**config.mk**
```make
export PLATFORM = sky130hd
export DESIGN_NAME = bias_add_row_seq_flat
export DESIGN_NICKNAME = d
export VERILOG_FILES = /design/src/rtl/bias_add_row_seq_if.sv /design/src/rtl/bias_add_row_seq.sv /design/src/flat_wrapper.sv
export SDC_FILE = /design/constraint.sdc
export NUM_CORES = 1
export LEC_CHECK = 0
export CAP_MARGIN = 40
export CORE_AREA = 2 2 341 343
export DETAILED_ROUTE_END_ITERATION = 16
export DIE_AREA = 0 0 343 345
export GPL_TIMING_DRIVEN = 0
export PLACE_DENSITY_LB_ADDON = 0.25
export SYNTH_ARGS = -nofsm -noshare
export SYNTH_HDL_FRONTEND = slang
export SYNTH_SLANG_ARGS = --single-unit
```
**constraint.sdc**
```tcl
create_clock -name clk -period 34.2 [get_ports clk]
set_input_delay 8.55 -clock clk [delete_from_list [all_inputs] [get_ports clk]]
set_output_delay 8.55 -clock clk [all_outputs]
set_load 0.05 [all_outputs]
```
**src/rtl/bias_add_row_seq_if.sv**
```systemverilog
// rtl/bias_add_row_seq_if.sv - row request, result row and adder-driver handshake bundle
interface bias_add_row_seq_if #(
    parameter int N_COL = 8
) ();
    logic               in_valid;
    logic               in_ready;
    logic [32*N_COL-1:0] in_acc;
    logic [32*N_COL-1:0] in_bias;
    logic               in_bias_en;
    logic               out_valid;
    logic               out_ready;
    logic [32*N_COL-1:0] out_data;
    logic               add_start;
    logic [31:0]        add_a;
    logic [31:0]        add_b;
    logic               add_busy;
    logic               add_done;
    logic [31:0]        add_z;

    modport master (
        output in_valid, in_acc, in_bias, in_bias_en, out_ready, add_busy, add_done, add_z,
        input  in_ready, out_valid, out_data, add_start, add_a, add_b
    );

    modport slave (
        input  in_valid, in_acc, in_bias, in_bias_en, out_ready, add_busy, add_done, add_z,
        output in_ready, out_valid, out_data, add_start, add_a, add_b
    );
endinterface

```
**src/rtl/bias_add_row_seq.sv**
```systemverilog
// rtl/bias_add_row_seq.sv - issues acc+bias lane adds one at a time to a shared FP32 adder driver
module bias_add_row_seq #(
    parameter int N_COL = 8,
    parameter int IDX_W = $clog2(N_COL) + 1
) (
    input logic               clk,
    input logic               rst,
    bias_add_row_seq_if.slave bus
);
    localparam int SEL_W = (N_COL > 1) ? $clog2(N_COL) : 1;
    localparam logic [IDX_W-1:0] LAST = IDX_W'(N_COL - 1);

    typedef enum logic [2:0] {IDLE, ISSUE, ARM, WAIT, OUT} state_t;

    state_t           state;
    logic [IDX_W-1:0] lane;
    logic [SEL_W-1:0] sel;
    logic [31:0]      acc_r   [N_COL];
    logic [31:0]      bias_r  [N_COL];
    logic [31:0]      out_buf [N_COL];
    logic             out_valid;
    logic             add_start;
    logic [31:0]      add_a;
    logic [31:0]      add_b;

    assign sel           = lane[SEL_W-1:0];
    assign bus.in_ready  = (state == IDLE) && !rst;
    assign bus.out_valid = out_valid;
    assign bus.add_start = add_start;
    assign bus.add_a     = add_a;
    assign bus.add_b     = add_b;

    for (genvar g = 0; g < N_COL; g++) begin : g_pack
        assign bus.out_data[32*g +: 32] = out_buf[g];
    end

    always_ff @(posedge clk) begin
        if (rst) begin
            state     <= IDLE;
            lane      <= '0;
            out_valid <= 1'b0;
            add_start <= 1'b0;
            add_a     <= '0;
            add_b     <= '0;
            for (int i = 0; i < N_COL; i++) out_buf[i] <= '0;
        end else begin
            add_start <= 1'b0;
            case (state)
                IDLE: begin
                    if (bus.in_valid) begin
                        lane <= '0;
                        for (int i = 0; i < N_COL; i++) begin
                            acc_r[i]  <= bus.in_acc[32*i +: 32];
                            bias_r[i] <= bus.in_bias[32*i +: 32];
                        end
                        if (bus.in_bias_en) begin
                            state <= ISSUE;
                        end else begin
                            for (int i = 0; i < N_COL; i++) out_buf[i] <= bus.in_acc[32*i +: 32];
                            out_valid <= 1'b1;
                            state     <= OUT;
                        end
                    end
                end
                ISSUE: begin
                    add_a <= acc_r[sel];
                    add_b <= bias_r[sel];
                    if (!bus.add_busy) begin
                        add_start <= 1'b1;
                        state     <= ARM;
                    end
                end
                // add_done may still be high from the previous lane until the driver takes this start
                ARM: state <= WAIT;
                WAIT: begin
                    if (bus.add_done) begin
                        out_buf[sel] <= bus.add_z;
                        if (lane == LAST) begin
                            out_valid <= 1'b1;
                            state     <= OUT;
                        end else begin
                            lane  <= lane + 1'b1;
                            state <= ISSUE;
                        end
                    end
                end
                OUT: begin
                    if (bus.out_ready) begin
                        out_valid <= 1'b0;
                        state     <= IDLE;
                    end
                end
                default: state <= IDLE;
            endcase
        end
    end
endmodule

```
**src/flat_wrapper.sv**
```systemverilog
// flat-port wrapper written by rule: the top's interface ports become plain ports
module bias_add_row_seq_flat 
#(
    parameter int N_COL = 8,
    parameter int IDX_W = $clog2(N_COL) + 1
)
  (clk, rst, bus_in_valid, bus_in_acc, bus_in_bias, bus_in_bias_en, bus_out_ready, bus_add_busy, bus_add_done, bus_add_z, bus_in_ready, bus_out_valid, bus_out_data, bus_add_start, bus_add_a, bus_add_b);
  bias_add_row_seq_if #(.N_COL(N_COL)) bus_i ();
  input logic clk;
  input logic rst;
  input wire logic [$bits(bus_i.in_valid)-1:0] bus_in_valid;
  input wire logic [$bits(bus_i.in_acc)-1:0] bus_in_acc;
  input wire logic [$bits(bus_i.in_bias)-1:0] bus_in_bias;
  input wire logic [$bits(bus_i.in_bias_en)-1:0] bus_in_bias_en;
  input wire logic [$bits(bus_i.out_ready)-1:0] bus_out_ready;
  input wire logic [$bits(bus_i.add_busy)-1:0] bus_add_busy;
  input wire logic [$bits(bus_i.add_done)-1:0] bus_add_done;
  input wire logic [$bits(bus_i.add_z)-1:0] bus_add_z;
  output wire logic [$bits(bus_i.in_ready)-1:0] bus_in_ready;
  output wire logic [$bits(bus_i.out_valid)-1:0] bus_out_valid;
  output wire logic [$bits(bus_i.out_data)-1:0] bus_out_data;
  output wire logic [$bits(bus_i.add_start)-1:0] bus_add_start;
  output wire logic [$bits(bus_i.add_a)-1:0] bus_add_a;
  output wire logic [$bits(bus_i.add_b)-1:0] bus_add_b;
  assign bus_i.in_valid = bus_in_valid;
  assign bus_i.in_acc = bus_in_acc;
  assign bus_i.in_bias = bus_in_bias;
  assign bus_i.in_bias_en = bus_in_bias_en;
  assign bus_i.out_ready = bus_out_ready;
  assign bus_i.add_busy = bus_add_busy;
  assign bus_i.add_done = bus_add_done;
  assign bus_i.add_z = bus_add_z;
  assign bus_in_ready = bus_i.in_ready;
  assign bus_out_valid = bus_i.out_valid;
  assign bus_out_data = bus_i.out_data;
  assign bus_add_start = bus_i.add_start;
  assign bus_add_a = bus_i.add_a;
  assign bus_add_b = bus_i.add_b;
  bias_add_row_seq #(.N_COL(N_COL), .IDX_W(IDX_W)) u_core (.clk(clk), .rst(rst), .bus(bus_i));
endmodule
```
==> results.cfg <==
[global_routing]
grt_overflow = 0
antenna_found_initial = 32
grt_pass1_vias = 23700
grt_max_degree = 33
grtUsageTotal_pct = 27.8
grt_pass1_wl_um = 218000

[setup_path]
path_cells = clkdlybuf4s50_1 -> buf_2 -> nor4_1 -> clkdlybuf4s50_1
worstSetupPathType = in -> out
crit_fanout = 10
path_buf_inv = 3
worstPathRequired_ps = 25650
cp_slowest_cell = clkdlybuf4s50_1
cpPeakStageDelay_ps = 940
startpoint_type = input pin
endpoint_kind = output port
crit_top_cell = clkdlybuf4s50_1
crit_family = buffers and inverters
arrival_ps = 10610

[timing]
relSlewSlack_pct = 35.5
drv_slew = 0
holdWs_ps = 450
rsz0062_at_grt = false
worst_pin_slew_ps = 940
finalSetupViolCount = 0
max_freq_ghz = 0.0522
hold_violations = 0
period_share_pct = 56.0
fin_setup_tns_ps = 0
fin_skew_ps = 29.3
post-route-min-period_ps = 19160

[clocking]
clkLatencyLatePin_ps = 680
clockBufferDepth = 3
ctsHoldBuffers = 0
cts-root-buf = clkbuf_16
numCtsBuffers = 98
clk_pin_slew_ps = 60
cts_tree = yes
h-tree-depth = 3
cts_setup_buffers = 0
postCtsResizedCells = 0
cts_sinks = 841

[cells_and_area]
area_delta_synth_final_pct = 46.5
final_cell_mix = clkdlybuf4s50_1 (841), edfxtp_1 (768), a22o_1 (192), nand2_1 (192), clkbuf_16 (98)
fillers = 10700
stdcell_area_um2 = 47900
nets = 3581
drive_gt1_share_pct = 15.1
final_common_cell = clkdlybuf4s50_1
multi_input_area_um2 = 7400
regArea_um2 = 24500

[floorplan]
core_area_um2 = 115000
start_util_pct = 28.4
dieArea_um2 = 118000
row_count = 125
ios = 874
die_w_um = 343
die_h_um = 345

[logic_synthesis]
synth_top_family_by_area = compound AO/OA/AOI/OAI gates
ys.flop_type = edfxtp_1
synth_edf_count = 768
synthArstFlopShare_pct = 0
synth_fa_ha_area_share_pct = 0.0383
synth-xor-area-share_pct = 0.0268
yosysSeqAreaShare_pct = 75.0
ys_types = 59
yosys.area_share.simple_pct = 5.16
syn_avg_cell_area_um2 = 16.3
synth_fp_nets = 2554
synth_compound_area_share_pct = 11.4
ys_warn_count = 0
syn_inst = 2002
synthMuxAreaShare_pct = 5.75
synth_seq_cells = 841
syn_area_um2 = 32700

[detailed_routing]
drc = 0
vias = 24000
drtPass1Iterations = 7
post_drt_wl_per_cell_um = 36.5
antenna_left = 0
viasPerCell = 5.15
routed_wl_um = 170000
drt_iter0_drc = 2649

[power_and_ir_drop]
p_seq_share_pct = 42.8
p_leak_uw = 0.0165
pwr-share-comb_pct = 23.3
internal_power_uw = 2180
switchingPower_uw = 987
switching_share_pct = 31.2
p_per_area_nw_per_um2 = 66.2
vdd_drop_max_mv = 0.0390
pwr-share-clk_pct = 33.9

[status]
status = finished, final reports clean

[placed_design]
dpl-instance-area_um2 = 44600
dp_hpwl_um = 129000
portBuffers = 841
gp_congestion = 0.856

[min_path]
hp-class = reg -> reg

[flow_run]
maxCapViolations = 0
power by group through the flow:
stage | Sequential [µW] | Combinational (µW) | Clock, µW
2_1_floorplan | 1680 | 148 | 0
3_3_place_gp | 1530 | 680 | 0
3_5_place_dp | 1380 | 737 | 0
4_1_cts | 1360 | 740 | 1090
5_1_grt | 1370 | 759 | 1130
6_report | 1360 | 738 | 1080
through the flow:
stage               setup slack [ps]  total power (µW)  instances  util (%)
floorplan                       2590              1830       2002         -
global placement               -9310              2210       4367      37.4
detailed placement             15080              2110       4453      38.8
CTS                            15080              3190       4637      41.6
global route                   15050              3250       4642      41.6
finish                         15040              3170       4651      41.6
final cells by class:
cell class | count | area share (%)
multi-input combinational | 987 | 15.5
clock buffer | 119 | 5.33
tap | 1524 | 3.98
sequential | 841 | 51.2
timing repair buffer | 927 | 20.7
inverter | 3 | 0.0235
buffer | 171 | 1.80
antenna | 14 | 0.0732
clock inverter | 65 | 1.41
worst paths after layout:
kind	from	to	slack (ps)	cells after the start
setup reg to reg	u_core.lane[1]$_SDFFE_PP0P_	u_core.out_buf[3][3]$_DFFE_PP_	30820	9
hold reg to reg	u_core.bus.add_b[30]$_SDFFE_PP0N_	u_core.bus.add_b[30]$_SDFFE_PP0N_	450	2
setup / recovery	rst	bus_in_ready	15040	4
hold / removal	u_core.bus.add_b[30]$_SDFFE_PP0N_	u_core.bus.add_b[30]$_SDFFE_PP0N_	450	2
cell families after synthesis:
| kind of cell | after synthesis |
|---|---|
| AND/OR/NAND/NOR | 356 |
| AO/OA/AOI/OAI | 486 |
| XOR/XNOR | 1 |
| buffers and inverters | 174 |
| multiplexers | 143 |
| flip-flops | 841 |
| adder cells (fa/ha/maj) | 1 |
worst min-delay path: cells and delay by family, from the launching register on:
kind,cells,cell delay (ps)
AO/OA/AOI/OAI,1,50
flip-flops,1,320
AND/OR/NAND/NOR,1,50
sequential cells by signal, indices dropped and copies added (netlist names):
name	count
u_core.bus.out_valid	1
u_core.bus.add_a	32
u_core.bus.add_b	32
u_core.out_buf	256
u_core.acc_r	256
u_core.bus.add_start	1
u_core.state	3
u_core.lane	4
u_core.bias_r	256
routing by layer:
layer | routed length (µm) | track usage (%) | up-vias
met5 | 67 | 0 | -
met3 | 15500 | 7.39 | 252
li1 | - | - | 10000
met4 | 5520 | 8.59 | 10
met2 | 81300 | 46.4 | 1309
met1 | 67600 | 35.1 | 12300
synthesized netlist by cell type, drive strengths merged, types with 3 or more instances:
library cell / number / area (µm²)
a211oi: 37 / 278
a21oi: 28 / 140
a221o: 14 / 140
a22o: 192 / 1680
a32o: 9 / 90.1
and2: 3 / 18.8
and3: 14 / 87.6
buf: 112 / 629
clkbuf: 59 / 221
dfxtp: 73 / 1460
edfxtp: 768 / 23100
inv: 3 / 11.3
mux2: 78 / 878
mux2i: 37 / 370
mux4: 28 / 631
nand2: 192 / 721
nand2b: 10 / 62.6
nand3: 4 / 25.0
nor2: 58 / 223
nor2b: 42 / 263
nor3: 16 / 101
nor4: 3 / 33.8
o21ai: 80 / 400
o22a: 35 / 307
o22ai: 42 / 263
o41ai: 38 / 333
Power figures use the tool's default switching activity.
